## src/rtl/kb_pkg.sv

```systemverilog
// Shared constants for the PS/2 Set-2 keyboard decoder: scancodes, FSM encoding, ASCII controls.
package kb_pkg;

    localparam logic [7:0] SC_BREAK  = 8'hF0;
    localparam logic [7:0] SC_EXT    = 8'hE0;
    localparam logic [7:0] SC_LSHIFT = 8'h12;
    localparam logic [7:0] SC_RSHIFT = 8'h59;
    localparam logic [7:0] SC_CAPS   = 8'h58;

    localparam logic [1:0] ST_IDLE    = 2'd0;
    localparam logic [1:0] ST_BRK     = 2'd1;
    localparam logic [1:0] ST_EXT     = 2'd2;
    localparam logic [1:0] ST_EXT_BRK = 2'd3;

    localparam logic [7:0] ASCII_CR  = 8'h0D;
    localparam logic [7:0] ASCII_BS  = 8'h08;
    localparam logic [7:0] ASCII_TAB = 8'h09;
    localparam logic [7:0] ASCII_ESC = 8'h1B;

endpackage

```

## src/rtl/kb_ascii_rom.sv

```systemverilog
// Combinational Set-2 scancode to ASCII translation; 0x00 marks a non-printable code.
module kb_ascii_rom
  import kb_pkg::*;
(
  input  logic [7:0] code,
  input  logic       shift,
  input  logic       caps,
  output logic [7:0] ascii
);

  logic       letter;
  logic [7:0] lo;
  logic [7:0] hi;

  always_comb begin
    letter = 1'b0;
    lo     = 8'h00;
    hi     = 8'h00;
    case (code)
      8'h1C: begin letter = 1'b1; lo = "a"; end
      8'h32: begin letter = 1'b1; lo = "b"; end
      8'h21: begin letter = 1'b1; lo = "c"; end
      8'h23: begin letter = 1'b1; lo = "d"; end
      8'h24: begin letter = 1'b1; lo = "e"; end
      8'h2B: begin letter = 1'b1; lo = "f"; end
      8'h34: begin letter = 1'b1; lo = "g"; end
      8'h33: begin letter = 1'b1; lo = "h"; end
      8'h43: begin letter = 1'b1; lo = "i"; end
      8'h3B: begin letter = 1'b1; lo = "j"; end
      8'h42: begin letter = 1'b1; lo = "k"; end
      8'h4B: begin letter = 1'b1; lo = "l"; end
      8'h3A: begin letter = 1'b1; lo = "m"; end
      8'h31: begin letter = 1'b1; lo = "n"; end
      8'h44: begin letter = 1'b1; lo = "o"; end
      8'h4D: begin letter = 1'b1; lo = "p"; end
      8'h15: begin letter = 1'b1; lo = "q"; end
      8'h2D: begin letter = 1'b1; lo = "r"; end
      8'h1B: begin letter = 1'b1; lo = "s"; end
      8'h2C: begin letter = 1'b1; lo = "t"; end
      8'h3C: begin letter = 1'b1; lo = "u"; end
      8'h2A: begin letter = 1'b1; lo = "v"; end
      8'h1D: begin letter = 1'b1; lo = "w"; end
      8'h22: begin letter = 1'b1; lo = "x"; end
      8'h35: begin letter = 1'b1; lo = "y"; end
      8'h1A: begin letter = 1'b1; lo = "z"; end
      8'h16: begin lo = "1"; hi = "!"; end
      8'h1E: begin lo = "2"; hi = "@"; end
      8'h26: begin lo = "3"; hi = "#"; end
      8'h25: begin lo = "4"; hi = "$"; end
      8'h2E: begin lo = "5"; hi = "%"; end
      8'h36: begin lo = "6"; hi = "^"; end
      8'h3D: begin lo = "7"; hi = "&"; end
      8'h3E: begin lo = "8"; hi = "*"; end
      8'h46: begin lo = "9"; hi = "("; end
      8'h45: begin lo = "0"; hi = ")"; end
      8'h0E: begin lo = 8'h60; hi = "~"; end
      8'h4E: begin lo = "-"; hi = "_"; end
      8'h55: begin lo = "="; hi = "+"; end
      8'h54: begin lo = "["; hi = "{"; end
      8'h5B: begin lo = "]"; hi = "}"; end
      8'h5D: begin lo = "\\"; hi = "|"; end
      8'h4C: begin lo = ";"; hi = ":"; end
      8'h52: begin lo = "'"; hi = "\""; end
      8'h41: begin lo = ","; hi = "<"; end
      8'h49: begin lo = "."; hi = ">"; end
      8'h4A: begin lo = "/"; hi = "?"; end
      8'h29: begin lo = " "; hi = " "; end
      8'h5A: begin lo = ASCII_CR;  hi = ASCII_CR;  end
      8'h66: begin lo = ASCII_BS;  hi = ASCII_BS;  end
      8'h0D: begin lo = ASCII_TAB; hi = ASCII_TAB; end
      8'h76: begin lo = ASCII_ESC; hi = ASCII_ESC; end
      default: ;
    endcase
    // Letters fold case with Shift XOR Caps; everything else only follows Shift.
    if (letter)
      ascii = (shift ^ caps) ? (lo - 8'h20) : lo;
    else
      ascii = shift ? hi : lo;
  end

endmodule

```

## src/rtl/kb_decode.sv

```systemverilog
// PS/2 Set-2 decoder: make/break/extended FSM, Shift/Caps tracking, ASCII FIFO toward the CPU.
// Optional: define KB_BREAK_PUSH_EN to also queue breaks of printable keys with bit7 set.
module kb_decode
    import kb_pkg::*;
#(
    parameter int DEPTH_LOG2 = 4
) (
    input  logic                  clk_i,
    input  logic                  rst_i,
    input  logic [7:0]            code_i,
    input  logic                  ready_i,
    input  logic                  rd_i,
    input  logic                  clr_ovf_i,
    output logic [7:0]            data_o,
    output logic                  empty_o,
    output logic                  full_o,
    output logic [DEPTH_LOG2:0]   count_o,
    output logic                  overflow_o,
    output logic                  shift_o,
    output logic                  caps_o
);

    localparam logic [DEPTH_LOG2:0] DEPTH_CNT = {1'b1, {DEPTH_LOG2{1'b0}}};

    logic [1:0]            state;
    logic                  lshift_held;
    logic                  rshift_held;
    logic                  caps_held;
    logic                  caps;
    logic [7:0]            ascii;
    logic                  is_ignored;
    logic                  push_req;
    logic [7:0]            push_data;
    logic                  push_ok;
    logic                  pop;
    logic                  ovf_set;
    logic [7:0]            mem [DEPTH_CNT];
    logic [DEPTH_LOG2-1:0] wr_ptr;
    logic [DEPTH_LOG2-1:0] rd_ptr;
    logic [DEPTH_LOG2:0]   count;

    assign shift_o = lshift_held | rshift_held;
    assign caps_o  = caps;

    kb_ascii_rom u_rom (
        .code  (code_i),
        .shift (shift_o),
        .caps  (caps),
        .ascii (ascii)
    );

    always_comb begin
        is_ignored = (code_i == 8'hAA) || (code_i == 8'hFA) || (code_i == 8'hEE) ||
                     (code_i == 8'hFE) || (code_i == 8'h00) || (code_i == 8'hFF);
        push_req   = 1'b0;
        push_data  = ascii;
        if (ready_i) begin
            case (state)
                ST_IDLE: begin
                    if (code_i != SC_EXT && code_i != SC_BREAK && !is_ignored && ascii != 8'h00)
                        push_req = 1'b1;
                end
`ifdef KB_BREAK_PUSH_EN
                ST_BRK: begin
                    if (ascii != 8'h00) begin
                        push_req  = 1'b1;
                        push_data = {1'b1, ascii[6:0]};
                    end
                end
`endif
                default: ;
            endcase
        end
    end

    always_ff @(posedge clk_i) begin
        if (rst_i) begin
            state       <= ST_IDLE;
            lshift_held <= 1'b0;
            rshift_held <= 1'b0;
            caps_held   <= 1'b0;
            caps        <= 1'b0;
        end else if (ready_i) begin
            case (state)
                ST_IDLE: begin
                    if (code_i == SC_EXT) begin
                        state <= ST_EXT;
                    end else if (code_i == SC_BREAK) begin
                        state <= ST_BRK;
                    end else if (!is_ignored) begin
                        if (code_i == SC_LSHIFT) lshift_held <= 1'b1;
                        if (code_i == SC_RSHIFT) rshift_held <= 1'b1;
                        // caps_held suppresses typematic repeats from re-toggling.
                        if (code_i == SC_CAPS) begin
                            if (!caps_held) caps <= ~caps;
                            caps_held <= 1'b1;
                        end
                    end
                end
                ST_BRK: begin
                    state <= ST_IDLE;
                    if (code_i == SC_LSHIFT) lshift_held <= 1'b0;
                    if (code_i == SC_RSHIFT) rshift_held <= 1'b0;
                    if (code_i == SC_CAPS)   caps_held   <= 1'b0;
                end
                ST_EXT:  state <= (code_i == SC_BREAK) ? ST_EXT_BRK : ST_IDLE;
                default: state <= ST_IDLE;
            endcase
        end
    end

    // A full FIFO still accepts a push when the same cycle pops.
    assign pop     = rd_i && (count != '0);
    assign push_ok = push_req && ((count != DEPTH_CNT) || pop);
    assign ovf_set = push_req && !push_ok;

    always_ff @(posedge clk_i) begin
        if (push_ok && !rst_i) mem[wr_ptr] <= push_data;
    end

    always_ff @(posedge clk_i) begin
        if (rst_i) begin
            wr_ptr     <= '0;
            rd_ptr     <= '0;
            count      <= '0;
            overflow_o <= 1'b0;
        end else begin
            if (push_ok) wr_ptr <= wr_ptr + 1'b1;
            if (pop)     rd_ptr <= rd_ptr + 1'b1;
            case ({push_ok, pop})
                2'b10:   count <= count + 1'b1;
                2'b01:   count <= count - 1'b1;
                default: ;
            endcase
            if (ovf_set)        overflow_o <= 1'b1;
            else if (clr_ovf_i) overflow_o <= 1'b0;
        end
    end

    assign count_o = count;
    assign empty_o = (count == '0);
    assign full_o  = (count == DEPTH_CNT);
    assign data_o  = empty_o ? 8'h00 : mem[rd_ptr];

endmodule

```

## config.mk

```make
export PLATFORM = sky130hd
export DESIGN_NAME = kb_decode
export DESIGN_NICKNAME = d
export VERILOG_FILES = /design/src/rtl/kb_pkg.sv /design/src/rtl/kb_ascii_rom.sv /design/src/rtl/kb_decode.sv
export SDC_FILE = /design/constraint.sdc
export NUM_CORES = 1
export LEC_CHECK = 0
export CORE_MARGIN = 3
export CORE_UTILIZATION = 53
export DETAILED_ROUTE_END_ITERATION = 10
export PLACE_DENSITY = 0.71
export REMOVE_ABC_BUFFERS = 1
export SKIP_LAST_GASP = 1
export SLEW_MARGIN = 5
export SYNTH_ARGS = -nofsm -noshare
export SYNTH_HDL_FRONTEND = slang
export SYNTH_SLANG_ARGS = --single-unit
export TNS_END_PERCENT = 20
```

## constraint.sdc

```tcl
create_clock -name clk_i -period 4.4 [get_ports clk_i]
set_input_delay 0.44 -clock clk_i [delete_from_list [all_inputs] [get_ports clk_i]]
set_output_delay 0.44 -clock clk_i [all_outputs]
set_load 0.05 [all_outputs]
```

==> flow_summary_export.csv, run 1 <==
group,metric,value,unit
routing,ant_nets,0,
final_layout,final_common_cell,"edfxtp_1",
synth,ys_types,60,
pwr,leakage,0.00314,uW
clocking,cts_num_sinks,152,
synth,async_flop_share,0,%
grt,grt_pass1_vias,5301,
routing,wl,19.3,mm
floorplan,dieArea,15800,um^2
synth,yosys.area_share.xor_xnor,1.39,%
grt,grt_max_degree,34,
routing,firstDrtPassIters,5,
synth,synth_adder_area_share,1.58,%
final_layout,drive_gt1_share,21.4,%
synth,yosysSeqAreaShare,57.0,%
place,dpl.hpwl,13.6,mm
synth,synth_seq_cells,152,
pwr,ir_worst_vdd,0.000501,V
setup_path,required,4700,ps
floorplan,initial_utilization,54.4,%
timing,finalClockSkew,9.37,ps
clocking,root_buffer,"clkbuf_16",
clocking,htree_levels,4,
grt,grt_overflow,0,
clocking,hold_buffers,0,
synth,synthesis.area,7580,um^2
timing,maxSlewHeadroom,36.1,%
synth,synth-simple-area-share,15.9,%
setup_path,critPathCaptureType,"flop",
place,port_buffers,30,
floorplan,die-width,126,um
setup_path,worstSetupPathType,"in -> reg",
outcome,status,"finished clean",
final_layout,final_cell_mix,"edfxtp_1, buf_4, nor2_1, mux4_2, nand2_1",
floorplan,rows,43,
synth,yosysWarnings,0,
grt,grt.total_usage,25.4,%
final_layout,antenna_cells,0,
clocking,ctsResizeCount,0,
clocking,clock_latency,420,ps
synth,synth-edff-count,128,
timing,min_period,3950,ps
synth,ys.flop_type,"edfxtp_1",
clocking,cts_tree,"yes",
routing,drt-initial-drc-count,741,
timing,fmaxAchievable,0.253,GHz
clocking,path_clk_slew,60,ps
timing,report.final.slew_viol_count,0,
routing,wire_per_inst,22.2,um
timing,setup-violations-final,0,
routing,vias_per_cell,6.26,
final_layout,nets,699,
setup_path,worstPathArrival,4240,ps
run,cap_violations,0,
final_layout,syn2layout_area_growth,20.4,%
timing,post-route-period-util,89.7,%
timing,setup_tns,0,ps
routing,vias,5447,
timing,hold_viol,0,
timing,grt_setup_unrepaired,"false",
synth,muxShareOfSynthArea,13.3,%
synth,synth_top_family_by_area,"simple AND/OR/NAND/NOR gates",
clocking,clock_path_buffers,2,
grt,grt_pass1_wl,30.4,mm
worst_hold_path,hp-class,"reg -> reg",
clocking,cts_setup_buffers,0,
pwr,p_per_area,439,nW/um^2
floorplan,num_io_pins,31,
setup_path,cp_max_fo,8,
grt,antenna_found_initial,0,
timing,max_slew.worst_pin.slew,954,ps
synth,synth_compound_area_share,7.84,%
setup_path,critPathLaunchType,"input port",
clocking,cts_buffers,17,
place,place_congestion,0.929,
floorplan,fp.coreArea,13900,um^2
synth,syn_inst,589,
timing,whs,495,ps
routing,drc,0,
final_layout,fillerInstances,1014,
floorplan,die-height,126,um
synth,avgSynthCellArea,12.9,um^2
[critical path, cell delays in order]
cell	delay [ps]
clkdlybuf4s50_1	570
buf_4	210
nand2b_1	200
nor3_1	60
o21ai_0	340
o211ai_1	240
nor4_2	390
a21oi_1	160
nor2_1	150
ha_1	250
a21o_1	190
a21oi_1	210
xor2_1	240
nor4_1	70
or4b_1	510
[state kept, by name (all words and copies together), names as in the netlist, named ones only]
signal       flops
caps_held        1
caps_o           1
count_o          5
lshift_held      1
mem            128
overflow_o       1
rd_ptr           4
rshift_held      1
state            2
wr_ptr           4
[synthesized netlist by cell type (3+ instances only)]
cell type	count	share of area (%)
edfxtp_1	128	51
nor2_1	44	2.2
mux4_2	40	12
nand2_1	37	1.8
a21oi_1	26	1.7
dfxtp_1	24	6.3
clkbuf_1	23	1.1
nor3_1	22	1.5
o21ai_0	20	1.3
nor2b_1	18	1.5
nand2b_1	15	1.2
nand3_1	15	0.99
buf_2	12	0.79
nor4_1	12	0.99
o22ai_1	12	0.99
inv_1	11	0.54
a31oi_1	9	0.74
buf_1	9	0.45
ha_1	8	1.3
nand4b_1	8	0.92
mux2i_1	7	0.92
or4_1	6	0.59
xnor2_1	6	0.69
xor2_1	6	0.69
nand3b_1	5	0.50
nand4_1	5	0.41
or3_1	5	0.41
a21o_1	4	0.40
and4b_1	3	0.40
mux2_2	3	0.45
o211ai_1	3	0.30
o32ai_1	3	0.35
or4b_1	3	0.40
[layer usage]
layer | part of all wire, % | GRT usage (%) | up-vias | wire (um)
met2 | 47 | 38.6 | 246 | 9150
met3 | 6.6 | 5.30 | 38 | 1270
met4 | 1.9 | 7.14 | 0 | 374
met1 | 44 | 37.5 | 2697 | 8490
li1 | - | - | 2466 | -
met5 | 0 | 0 | - | 0
[through the flow]
step	util, %	area, um^2	setup slack (ps)	power [uW]	cells
2_1_floorplan	-	7460	421	2180	560
4_1_cts	65.5	9130	524	4030	870
3_3_place_gp	61.0	8490	232	2460	838
6_report	65.5	9130	451	4010	870
3_5_place_dp	61.0	8490	65.5	2480	838
5_1_grt	65.5	9130	222	4150	870
[report_power, final]
| group | total (uW) | leakage [uW] | switching, uW | internal, uW |
|---|---|---|---|---|
| combinational | 839 | 0.00147 | 505 | 334 |
| sequential | 1610 | 0.00137 | 21.4 | 1590 |
| clock | 1560 | 0.000306 | 552 | 1010 |
| total | 4010 | 0.00314 | 1080 | 2930 |
[kinds of logic after synthesis]
| kind of cell | after synthesis |
|---|---|
| buf+inv | 55 |
| fa+ha+maj | 9 |
| other cells | 1 |
| xor+xnor | 12 |
| compound gates | 95 |
| simple gates | 215 |
| flops | 152 |
| mux | 50 |
[worst paths after layout]
path                           startpoint                       to  slack, ps  cells after the start
hold reg to reg   overflow_o$_SDFFE_PP0P_  overflow_o$_SDFFE_PP0P_        490                      2
setup / recovery                code_i[1]  count_o[3]$_SDFFE_PP0P_        450                     15
hold / removal    overflow_o$_SDFFE_PP0P_  overflow_o$_SDFFE_PP0P_        490                      2
setup reg to reg  count_o[2]$_SDFFE_PP0P_  count_o[3]$_SDFFE_PP0P_       1100                      9
[layout make-up]
class                      instances  area (um^2)  area share, %
clock inverter                    12          198           2.17
clock buffer                      20          437           4.78
timing repair buffer              98          811           8.88
multi-input combinational        397         3090           33.9
tap                              180          225           2.47
sequential                       152         4330           47.4
inverter                          11         41.3          0.452
Power figures use the tool's default switching activity.
==> inputs of run 2 (changes only) <==
==> constraint.sdc (replaced) <==
create_clock -name clk_i -period 3.9 [get_ports clk_i]
set_input_delay 0.39 -clock clk_i [delete_from_list [all_inputs] [get_ports clk_i]]
set_output_delay 0.39 -clock clk_i [all_outputs]
set_load 0.05 [all_outputs]
==> run 2 against run 1 <==
  * Worst hold slack worse by 13 ps
  * Combinational power up 19%
  * Via count is 2.5% higher
  * Core utilization rose by 2.4 points
  * Largest cell class unchanged
  * Critical endpoint unchanged
  * Cell count grew 5.3%
  * Global-route usage rose by 0.91 points
==> flow_summary_export.csv, run 2 (synthesized netlist as in run 1, its figures left out) <==
group,metric,value,unit
place,dpl.hpwl,13.8,mm
clocking,cts_buffers,17,
final_layout,final_common_cell,"edfxtp_1",
outcome,status,"finished clean",
timing,hold_viol,0,
final_layout,nets,745,
routing,wl,19.9,mm
routing,drc,0,
routing,drt-initial-drc-count,532,
setup_path,worstSetupPathType,"in -> reg",
floorplan,num_io_pins,31,
setup_path,worstPathArrival,4010,ps
routing,vias_per_cell,6.10,
final_layout,largest_register_ffs,128,
pwr,ir_worst_vdd,0.000325,V
place,port_buffers,30,
final_layout,top_register,"mem",
final_layout,drive_gt1_share,26.8,%
timing,maxSlewHeadroom,25.8,%
grt,grt_overflow,0,
place,postPlaceCellArea,8850,um^2
grt,grt_pass1_wl,31.8,mm
floorplan,fp.coreArea,13900,um^2
clocking,clock_path_buffers,2,
clocking,path_clk_slew,60,ps
floorplan,dieArea,15800,um^2
worst_hold_path,hp-class,"reg -> reg",
grt,grt_max_degree,37,
final_layout,final_area,9460,um^2
floorplan,rows,43,
clocking,cts_setup_buffers,0,
timing,max_slew.worst_pin.slew,1110,ps
timing,finalClockSkew,9.02,ps
clocking,hold_buffers,0,
grt,antenna_found_initial,1,
floorplan,initial_utilization,54.4,%
routing,vias,5584,
timing,fmaxAchievable,0.269,GHz
routing,ant_nets,0,
floorplan,die-width,126,um
final_layout,final_cell_mix,"edfxtp_1, buf_4, nor2_1, mux4_2, nand2_1",
grt,grt.total_usage,26.3,%
setup_path,critPathCaptureType,"flop",
final_layout,antenna_cells,0,
setup_path,critPathLaunchType,"input port",
timing,grt_setup_unrepaired,"true",
clocking,ctsResizeCount,0,
routing,wire_per_inst,21.8,um
setup_path,required,4190,ps
pwr,p_per_area,477,nW/um^2
final_layout,syn2layout_area_growth,24.8,%
clocking,cts_tree,"yes",
run,cap_violations,0,
place,place_congestion,0.960,
timing,min_period,3720,ps
clocking,cts_num_sinks,152,
clocking,htree_levels,4,
clocking,root_buffer,"clkbuf_16",
pwr,total_power,4510,uW
pwr,leakage,0.00335,uW
timing,setup-violations-final,0,
routing,firstDrtPassIters,5,
clocking,clock_latency,420,ps
grt,grt_pass1_vias,5676,
setup_path,cp_max_fo,5,
timing,post-route-period-util,95.4,%
timing,report.final.slew_viol_count,0,
floorplan,die-height,126,um
## run 2: layout make-up
cell class	count	area [um^2]
fill	967	4480
sequential	152	4330
multi-input combinational	397	3090
timing repair buffer	144	1170
clock buffer	19	433
tap	180	225
clock inverter	13	170
inverter	11	41.3
## run 2: power breakdown
group          total [uW]  internal [uW]  switching, uW
clock network        1680           1020            663
logic                1000            429            571
registers            1830           1790           42.4
## run 2: final timing paths
check                           from                 endpoint  slack, ps  cells past startpoint
min reg2reg  overflow_o$_SDFFE_PP0P_  overflow_o$_SDFFE_PP0P_        480                      2
min          overflow_o$_SDFFE_PP0P_  overflow_o$_SDFFE_PP0P_        480                      2
max reg2reg  count_o[0]$_SDFFE_PP0P_  count_o[3]$_SDFFE_PP0P_        560                      9
max                        code_i[5]  count_o[3]$_SDFFE_PP0P_        180                     13
## run 2: metal layers
metal	vias to the layer above	part of all wire (%)	track usage (%)	wire, um
met1	2756	42	35.1	8330
met2	223	49	42.8	9820
met5	-	0.055	0	11
met3	45	6.2	5.38	1230
li1	2558	-	-	-
met4	2	2.7	10.2	543
## run 2: worst max-delay path: stages
cell and delay [ps]:
clkdlybuf4s50_1 440, or4b_1 640, or3_1 430, o2111ai_2 120
nor4_2 90, a21oi_1 280, nor2_1 110, ha_1 310
a21o_1 180, a21oi_1 180, xor2_1 240, nor4_1 60
or4b_1 540
## run 2: per-stage QoR
stage	TNS [ps]	hold WS [ps]	cells	utilization, %	setup WS, ps
3_3_place_gp	-171	458	884	63.5	-110
4_1_cts	0	483	916	67.8	194
2_1_floorplan	-29.3	459	560	-	-29.3
5_1_grt	-46.2	522	916	67.9	-46.2
3_5_place_dp	-359	470	884	63.5	-218
6_report	0	481	916	67.9	179
